### src/rtl/dmem_responder_if.sv
// ---------------------------------------------------------------------------
// dmem_responder_if
//
// Purpose:
//   Bundles the CPU data-memory load/store handshake into one interface.
//   The core (or a bench) drives the request side through the master modport.
//   The memory responder answers through the slave modport.
//
// Signal summary:
//   req    master->slave  1   access request; held with we/addr/wdata stable until ready
//   we     master->slave  1   1 = store, 0 = load
//   addr   master->slave  32  byte address
//   wdata  master->slave  32  store data
//   rdata  slave->master  32  load data, meaningful only while ready=1
//   ready  slave->master  1   one-cycle completion pulse
//   err    slave->master  1   pulses with ready for an out-of-range or misaligned access
// ---------------------------------------------------------------------------
interface dmem_responder_if;
  logic        req;
  logic        we;
  logic [31:0] addr;
  logic [31:0] wdata;
  logic [31:0] rdata;
  logic        ready;
  logic        err;

  // Requester side: drives the access and waits for the completion pulse.
  modport master (
    output req,
    output we,
    output addr,
    output wdata,
    input  rdata,
    input  ready,
    input  err
  );

  // Memory side: samples the access and produces the completion pulse.
  modport slave (
    input  req,
    input  we,
    input  addr,
    input  wdata,
    output rdata,
    output ready,
    output err
  );
endinterface

### src/rtl/dmem_responder.sv
// ---------------------------------------------------------------------------
// dmem_responder
//
// Purpose:
//   This module is the memory side of the CPU load/store port.
//   It services word loads and stores from an internal RAM and inserts a fixed
//   number of wait states before each completion.
//   It also watches one memory-mapped result address. A store there latches the
//   stored value and raises done/pass, so a finished program is visible in
//   hardware.
//
// Ports:
//   clk     in   1   single clock, rising-edge
//   reset   in   1   synchronous, active-high
//   bus     slave modport of dmem_responder_if (req/we/addr/wdata in,
//                    rdata/ready/err out)
//   done    out  1   sticky, set by the first store to RESULT_ADDR
//   pass    out  1   most recent result store equalled EXPECT
//   result  out  32  most recent value stored to RESULT_ADDR
//
// Parameters:
//   DEPTH        RAM size in 32-bit words (word index = addr[31:2])
//   WAIT_CYCLES  wait states before ready, 0..15
//   RESULT_ADDR  byte address of the result register
//   EXPECT       result value that sets pass
//
// Optional feature:
//   DMEM_ALIGN_CHECK_EN
//     Defined: an address with addr[1:0] != 0 is reported through err. The
//              store is dropped and the load returns 0.
//     Undefined: addr[1:0] is ignored.
// ---------------------------------------------------------------------------
module dmem_responder #(
  parameter int          DEPTH       = 64,
  parameter int          WAIT_CYCLES = 1,
  parameter logic [31:0] RESULT_ADDR = 32'h64,
  parameter logic [31:0] EXPECT      = 32'd7
) (
  input  logic               clk,
  input  logic               reset,
  dmem_responder_if.slave    bus,
  output logic               done,
  output logic               pass,
  output logic [31:0]        result
);

  localparam int          IDX_W         = (DEPTH > 1) ? $clog2(DEPTH) : 1;
  localparam logic [31:0] DEPTH_W       = 32'(DEPTH);
  localparam logic [3:0]  WAIT_CNT_INIT = 4'(WAIT_CYCLES);

  typedef enum logic [1:0] {
    S_IDLE,
    S_WAIT,
    S_RESP
  } state_e;

  state_e      state_q,     state_d;
  logic [3:0]  waitCnt_q,   waitCnt_d;
  logic        we_q,        we_d;
  logic [31:0] addr_q,      addr_d;
  logic [31:0] wdata_q,     wdata_d;
  logic [31:0] rdataHold_q, rdataHold_d;
  logic        done_q,      done_d;
  logic        pass_q,      pass_d;
  logic [31:0] result_q,    result_d;

  logic [31:0] mem [DEPTH];

  logic [31:0]      wordIdxExt;
  logic [IDX_W-1:0] memIdx;
  logic             outOfRange;
  logic             misaligned;
  logic             accessErr;
  logic             isResultAddr;
  logic [31:0]      readVal;
  logic             memWrite;
  logic             inResp;

  // Decode the latched access. The range test uses the whole word index, so a
  // high address can never alias onto a low RAM word through the truncated
  // memIdx.
  always_comb begin
    wordIdxExt   = {2'b00, addr_q[31:2]};
    memIdx       = addr_q[IDX_W+1:2];
    outOfRange   = (wordIdxExt >= DEPTH_W);
`ifdef DMEM_ALIGN_CHECK_EN
    misaligned   = |addr_q[1:0];
`else
    misaligned   = 1'b0;
`endif
    accessErr    = outOfRange | misaligned;
    isResultAddr = (addr_q == RESULT_ADDR);
    inResp       = (state_q == S_RESP);
    readVal      = accessErr ? 32'h0 : mem[memIdx];
    memWrite     = inResp & we_q & ~accessErr;
  end

  // Next-state logic for the IDLE -> WAIT -> RESP handshake.
  // Inputs are captured only in IDLE, so the requester may change req during WAIT
  // without affecting the access in flight.
  // The result register commits in the same step as the RAM write, on the edge
  // that leaves RESP.
  always_comb begin
    state_d     = state_q;
    waitCnt_d   = waitCnt_q;
    we_d        = we_q;
    addr_d      = addr_q;
    wdata_d     = wdata_q;
    rdataHold_d = rdataHold_q;
    done_d      = done_q;
    pass_d      = pass_q;
    result_d    = result_q;

    case (state_q)
      S_IDLE: begin
        if (bus.req) begin
          we_d      = bus.we;
          addr_d    = bus.addr;
          wdata_d   = bus.wdata;
          waitCnt_d = WAIT_CNT_INIT;
          state_d   = (WAIT_CYCLES == 0) ? S_RESP : S_WAIT;
        end
      end

      S_WAIT: begin
        if (waitCnt_q != 4'd0) begin
          waitCnt_d = waitCnt_q - 4'd1;
        end
        if (waitCnt_q <= 4'd1) begin
          state_d = S_RESP;
        end
      end

      S_RESP: begin
        state_d     = S_IDLE;
        rdataHold_d = readVal;
        if (we_q && isResultAddr) begin
          result_d = wdata_q;
          pass_d   = (wdata_q == EXPECT);
          done_d   = 1'b1;
        end
      end

      default: begin
        state_d = S_IDLE;
      end
    endcase
  end

  // State and datapath registers. A synchronous reset abandons any access in
  // flight, so the access never reaches RESP and never produces a RAM write.
  always_ff @(posedge clk) begin
    if (reset) begin
      state_q     <= S_IDLE;
      waitCnt_q   <= 4'd0;
      we_q        <= 1'b0;
      addr_q      <= 32'h0;
      wdata_q     <= 32'h0;
      rdataHold_q <= 32'h0;
      done_q      <= 1'b0;
      pass_q      <= 1'b0;
      result_q    <= 32'h0;
    end else begin
      state_q     <= state_d;
      waitCnt_q   <= waitCnt_d;
      we_q        <= we_d;
      addr_q      <= addr_d;
      wdata_q     <= wdata_d;
      rdataHold_q <= rdataHold_d;
      done_q      <= done_d;
      pass_q      <= pass_d;
      result_q    <= result_d;
    end
  end

  // RAM write port. Reset does not clear the contents. The write is still gated
  // by reset, so an access that is interrupted while in RESP cannot commit.
  always_ff @(posedge clk) begin
    if (!reset && memWrite) begin
      mem[memIdx] <= wdata_q;
    end
  end

  // While ready is high, rdata shows the live read. At all other times it holds
  // the value captured during the last response.
  always_comb begin
    bus.ready = inResp;
    bus.err   = inResp & accessErr;
    bus.rdata = inResp ? readVal : rdataHold_q;
    done      = done_q;
    pass      = pass_q;
    result    = result_q;
  end

endmodule
### src/flat_wrapper.sv
// flat-port wrapper written by rule: the top's interface ports become plain ports
module dmem_responder_flat 
#(
  parameter int          DEPTH       = 64,
  parameter int          WAIT_CYCLES = 1,
  parameter logic [31:0] RESULT_ADDR = 32'h64,
  parameter logic [31:0] EXPECT      = 32'd7
)
  (clk, reset, done, pass, result, bus_req, bus_we, bus_addr, bus_wdata, bus_rdata, bus_ready, bus_err);
  dmem_responder_if bus_i ();
  input  logic clk;
  input  logic reset;
  output logic done;
  output logic pass;
  output logic [31:0] result;
  input wire logic [$bits(bus_i.req)-1:0] bus_req;
  input wire logic [$bits(bus_i.we)-1:0] bus_we;
  input wire logic [$bits(bus_i.addr)-1:0] bus_addr;
  input wire logic [$bits(bus_i.wdata)-1:0] bus_wdata;
  output wire logic [$bits(bus_i.rdata)-1:0] bus_rdata;
  output wire logic [$bits(bus_i.ready)-1:0] bus_ready;
  output wire logic [$bits(bus_i.err)-1:0] bus_err;
  assign bus_i.req = bus_req;
  assign bus_i.we = bus_we;
  assign bus_i.addr = bus_addr;
  assign bus_i.wdata = bus_wdata;
  assign bus_rdata = bus_i.rdata;
  assign bus_ready = bus_i.ready;
  assign bus_err = bus_i.err;
  dmem_responder #(.DEPTH(DEPTH), .WAIT_CYCLES(WAIT_CYCLES), .RESULT_ADDR(RESULT_ADDR), .EXPECT(EXPECT)) u_core (.clk(clk), .reset(reset), .bus(bus_i), .done(done), .pass(pass), .result(result));
endmodule
### config.mk
export PLATFORM = sky130hd
export DESIGN_NAME = dmem_responder_flat
export DESIGN_NICKNAME = d
export VERILOG_FILES = /design/src/rtl/dmem_responder_if.sv /design/src/rtl/dmem_responder.sv /design/src/flat_wrapper.sv
export SDC_FILE = /design/constraint.sdc
export NUM_CORES = 2
export LEC_CHECK = 0
export BUFFER_PORTS_ARGS = -buffer_cell sky130_fd_sc_hd__buf_4
export CORE_ASPECT_RATIO = 2
export CORE_MARGIN = 3
export CORE_UTILIZATION = 50
export CTS_CLUSTER_DIAMETER = 80
export CTS_CLUSTER_SIZE = 10
export DETAILED_ROUTE_END_ITERATION = 10
export HOLD_SLACK_MARGIN = 0.12
export PLACE_DENSITY = 0.69
export SLEW_MARGIN = 20
export SYNTH_ARGS = -nofsm -noshare
export SYNTH_HDL_FRONTEND = slang
export SYNTH_SLANG_ARGS = --single-unit
### constraint.sdc
create_clock -name clk -period 6.61 [get_ports clk]
set_input_delay 1.322 -clock clk [delete_from_list [all_inputs] [get_ports clk]]
set_output_delay 1.322 -clock clk [all_outputs]
set_load 0.05 [all_outputs]
Word level (Yosys, flattened, before mapping)
Memories as Yosys holds them, arrays and structs flattened. A register that Yosys moved wholly into a read port is not among the register bits.
Cells that the tools add are included.
{ "word_totals": {"ff_bits": 137, "latch_bits": 0, "ram_bits": 2048, "mem_bits_ro": 0, "in_bits": 68, "out_inout_bits": 68, "wordCells": 46, "memories": 1} }
{ "mem_list": {"columns": ["name", "depth", "width", "read_ports", "rd_ports_with_merged_regs", "wr", "line", "text"], "rows": [
  ["u_core.mem", 64, 32, 1, 1, 1, "dmem_responder.sv:67", "logic [31:0] mem [DEPTH];"]
]} }
{ "classes": {"add_sub_neg": 1, "n_mul": 0, "div_mod_pow": 0, "order_cmp": 2, "n_eq_ne": 7, "shifts": 0, "n_mux": 12, "bitwise_logic": 4, "n_reduce_logical": 10} }
{ "op_table": {"columns": ["operator", "count"], "rows": [
  ["$mux W32", 2],
  ["$eq A32 B3 Y1 const B", 1],
  ["$eq A32 B7 Y1 const B", 1],
  ["$ge A30 B7 Y1 const B", 1],
  ["$mux W6", 2],
  ["$mux W4", 2],
  ["$pmux W4 S2", 1],
  ["$reduce_and A2 Y1", 3],
  ["$le A4 B1 Y1 const B", 1],
  ["$mux W2", 2],
  ["$ne A2 B1 Y1 const B", 2],
  ["$pmux W2 S2", 1],
  ["$reduce_bool A4 Y1", 1],
  ["$sub A4 B1 Y4 const B", 1],
  ["$and A1 B1 Y1", 3],
  ["$reduce_and A3 Y1", 1],
  ["$eq A2 B1 Y1 const B", 1],
  ["$eq A2 B2 Y1 const B", 1],
  ["$logic_and A1 B1 Y1", 2],
  ["$logic_not A2 Y1", 1],
  ["$mux W1", 2],
  ["$ne A2 B2 Y1 const B", 1],
  ["$reduce_bool A2 Y1", 1],
  ["$logic_not A1 Y1", 1],
  ["$not A1 Y1", 1]
]} }

Logic depth before layout (Yosys ltp)
{ "depth": {"word_depth": 6, "depth_mapped": 12, "ltp_nobuf": 6} }

Worst setup path before layout
OpenSTA, ideal clock, no wires.
{ "synth_timing": {"path_kind": "input to register", "from": "input reset", "to": "memory u_core.mem[28][0], enable pin", "setup_time_ns": 0.421, "t_arrival_ns": 3.789, "slack_ns": 2.400, "stages": 5, "path_buffers": 1, "path_cell_list": "nor3b_1 -> nand2_1 -> or4b_2 -> buf_2 -> nor2_1"} }
{ "synth_via": {"elab_chain_len": 4} }
{ "synth_lines": {"columns": ["item", "line", "text"], "rows": [
  ["start: declaration", "flat_wrapper.sv:12", "input logic reset;"],
  ["$logic_not A1 Y1", "dmem_responder.sv:179", "if (!reset && memWrite) begin"],
  ["$logic_and A1 B1 Y1", "dmem_responder.sv:179", null],
  ["$mux W1", "dmem_responder.sv:179", null],
  ["$mux W1 (implied by the code)", "dmem_responder.sv:180", "mem[memIdx] <= wdata_q;"],
  ["end: declaration", "dmem_responder.sv:67", null]
]} }
No other way between the ends.

==> metrics.txt <==
Mapped Cells 4,472; Die Span X 298 um; max-cap viol count 0; global-route wire length before repair 345,000 um; CP required 5290 ps; Final nets 4,851; Clock Latency Late Sink 900 ps; leakage power 0.0305 uW; Post-CTS Hold Buffers 0; 1st-iter DRT viols 5,210; GRT overflow 0; number of global-route vias before repair 46,713; most frequent cells in the layout edfxtp_1, mux2i_1, buf_4; Final HPWL DP 150,000 um; Synth Net Count 4,543; # DRC 0; setup slack, reg-to-reg 1730 ps; Worst Setup End Kind output pin; Highest Signal Layer met5; ys async rst share 0%; highest clock rate 164 MHz; Min Hold Slack 456 ps; port bufs 135; slowest cell on the critical path buf_4; pin slew with the least headroom to its limit 1230 ps; largest net degree at the start of global routing 104; H-tree levels 4; final setup vio count 0; pre-CTS WS 1380 ps; clock-pin slew on the worst setup and hold paths 60 ps; max_slew headroom 17.9%; WL met2 127,000 um; clock buffer depth 4; Power Density 308 nW/um2; Total Wirelength 246,000 um; clk_skew 47.9 ps; overall power 29,600 uW; Root Driver clkbuf_16; crit path cell chain buf_4 -> mux4_2 -> nand2_1 -> a311oi_1 -> o31ai_1 -> a21oi_1 -> buf_4; fin crit share 92.2%; post-synthesis sequential area ratio 75.5%; post-CTS sizing 0; Fin. Hold Viols 0; Post-synth EDFFs 2,048; CP Max Fanout 57; Starting Density 50.4%; DRT Pass-1 Iters 5; Synth Flop Type edfxtp_1; total track usage 27.8%; Final TNS setup 0 ps; CTS sink cnt 2,191; min-delay worst type reg -> reg; met3 WL 21,300 um; Via density 6.44; most frequent CP cell buf_4; Mean Syn Cell Area 19.1 um2; Syn-to-layout area delta 12.8%; VDD IR max 0.000250 V; CTS tree done; Placed Instances 6,790; initial antenna violation count 12; I/O pin total 136; fin cells 7,164; Crit Path Class reg -> out; share of cells above drive strength 1 19.6%; most common cell after layout, fill and taps aside edfxtp_1; Die Height 590 um; Synth cell types 80; status complete, no violations; TritonCTS Buffers 245; Final GP Congestion 0.855; Startpoint Class flop; drt wl/cell 34.3 um; Worst Path Arrival 4770 ps; Post-CTS Setup Inserts 0; max-slew violation count 0; synthesized area 85,200 um2; Final ANT Viol Nets 0; Core ar. 169,000 um2; warning count from the yosys run 0; CP peak stage delay 850 ps; synthesized flop and latch total 2,191; unrepaired setup endpoints after global routing no; detailed-route via count 46,101; Met1 Routed Length 79,500 um; final worst slack 517 ps; Die ar. 176,000 um2; Row Count 213; final worst path period need 6090 ps
[flip-flops by register name, indices dropped and copies added, names as in the netlist, named ones only]
name and cells:
u_core.mem 2048, u_core.addr_q 32, u_core.rdataHold_q 32, u_core.result 32, u_core.wdata_q 32, u_core.waitCnt_q 4
u_core.state_q 2, u_core.done 1, u_core.pass 1, u_core.we_q 1
[logic make-up after synthesis]
logic type,count (synthesis),share of synthesized area [%]
simple gates,612,3.30
flops,2191,75.5
fa+ha+maj,3,0.0441
compound gates,537,4.41
buf+inv,279,2.33
xor+xnor,2,0.0206
mux,848,14.4
[final timing paths]
path | from | end | cells past startpoint
setup / recovery | flop | bus_rdata[2] | 7
hold / removal | u_core.addr_q[14] | u_core.addr_q[14] | 2
setup reg to reg | u_core.addr_q[20] | u_core.mem[3][21] | 7
hold reg to reg | u_core.addr_q[14] | u_core.addr_q[14] | 2
[power by group]
part | switching [uW] | internal (uW) | total, uW
sequential | 91.9 | 15400 | 15500
combinational | 1540 | 746 | 2290
clock | 5070 | 6800 | 11900
total | 6700 | 22900 | 29600
[synth_stat cells, types with 18 or more instances]
master | number | area share (%)
a21oi_1 | 140 | 0.82
a221oi_1 | 26 | 0.27
a22oi_1 | 223 | 2.0
a311oi_1 | 18 | 0.19
buf_2 | 47 | 0.28
buf_4 | 57 | 0.50
buf_6 | 47 | 0.62
clkbuf_1 | 81 | 0.36
dfxtp_1 | 143 | 3.4
edfxtp_1 | 2048 | 72
mux2i_1 | 554 | 6.5
mux4_1 | 53 | 1.6
mux4_2 | 230 | 6.1
nand2_1 | 245 | 1.1
nand2b_1 | 29 | 0.21
nand3_1 | 100 | 0.59
nand4_1 | 18 | 0.13
nor2_1 | 135 | 0.59
[critical path, delay by kind of cell, from the launching register on]
| kind | cells | cell delay, ps |
|---|---|---|
| muxes | 1 | 630 |
| buffers and inverters | 2 | 1110 |
| and+or+nand+nor | 1 | 90 |
| DFF | 1 | 720 |
| AOI/OAI and AO/OA | 3 | 1240 |
[stage by stage]
stage	area (um2)	util [%]
2_1_floorplan	85200	-
3_3_place_gp	89400	52.9
3_5_place_dp	89400	52.9
4_1_cts	96100	56.9
5_1_grt	96100	56.9
6_report	96100	56.9
[per-layer routing]
| layer | track usage [%] | vias to the layer above |
|---|---|---|
| met3 | 5.16 | 743 |
| met5 | 0 | - |
| met2 | 48.6 | 2823 |
| met4 | 17.8 | 6 |
| met1 | 31.3 | 23802 |
| li1 | - | 18727 |
[area by class of cell]
| cell class | count | area, um2 |
|---|---|---|
| clock inverter | 3 | 45.0 |
| sequential | 2191 | 64400 |
| fill | 12528 | 72900 |
| timing repair buffer | 331 | 2660 |
| clock buffer | 368 | 6660 |
| multi-input combinational | 2002 | 19400 |
| antenna | 3 | 7.51 |
| tap | 2257 | 2820 |
| inverter | 9 | 35.0 |
No activity file was read; power rests on OpenSTA's default activity.
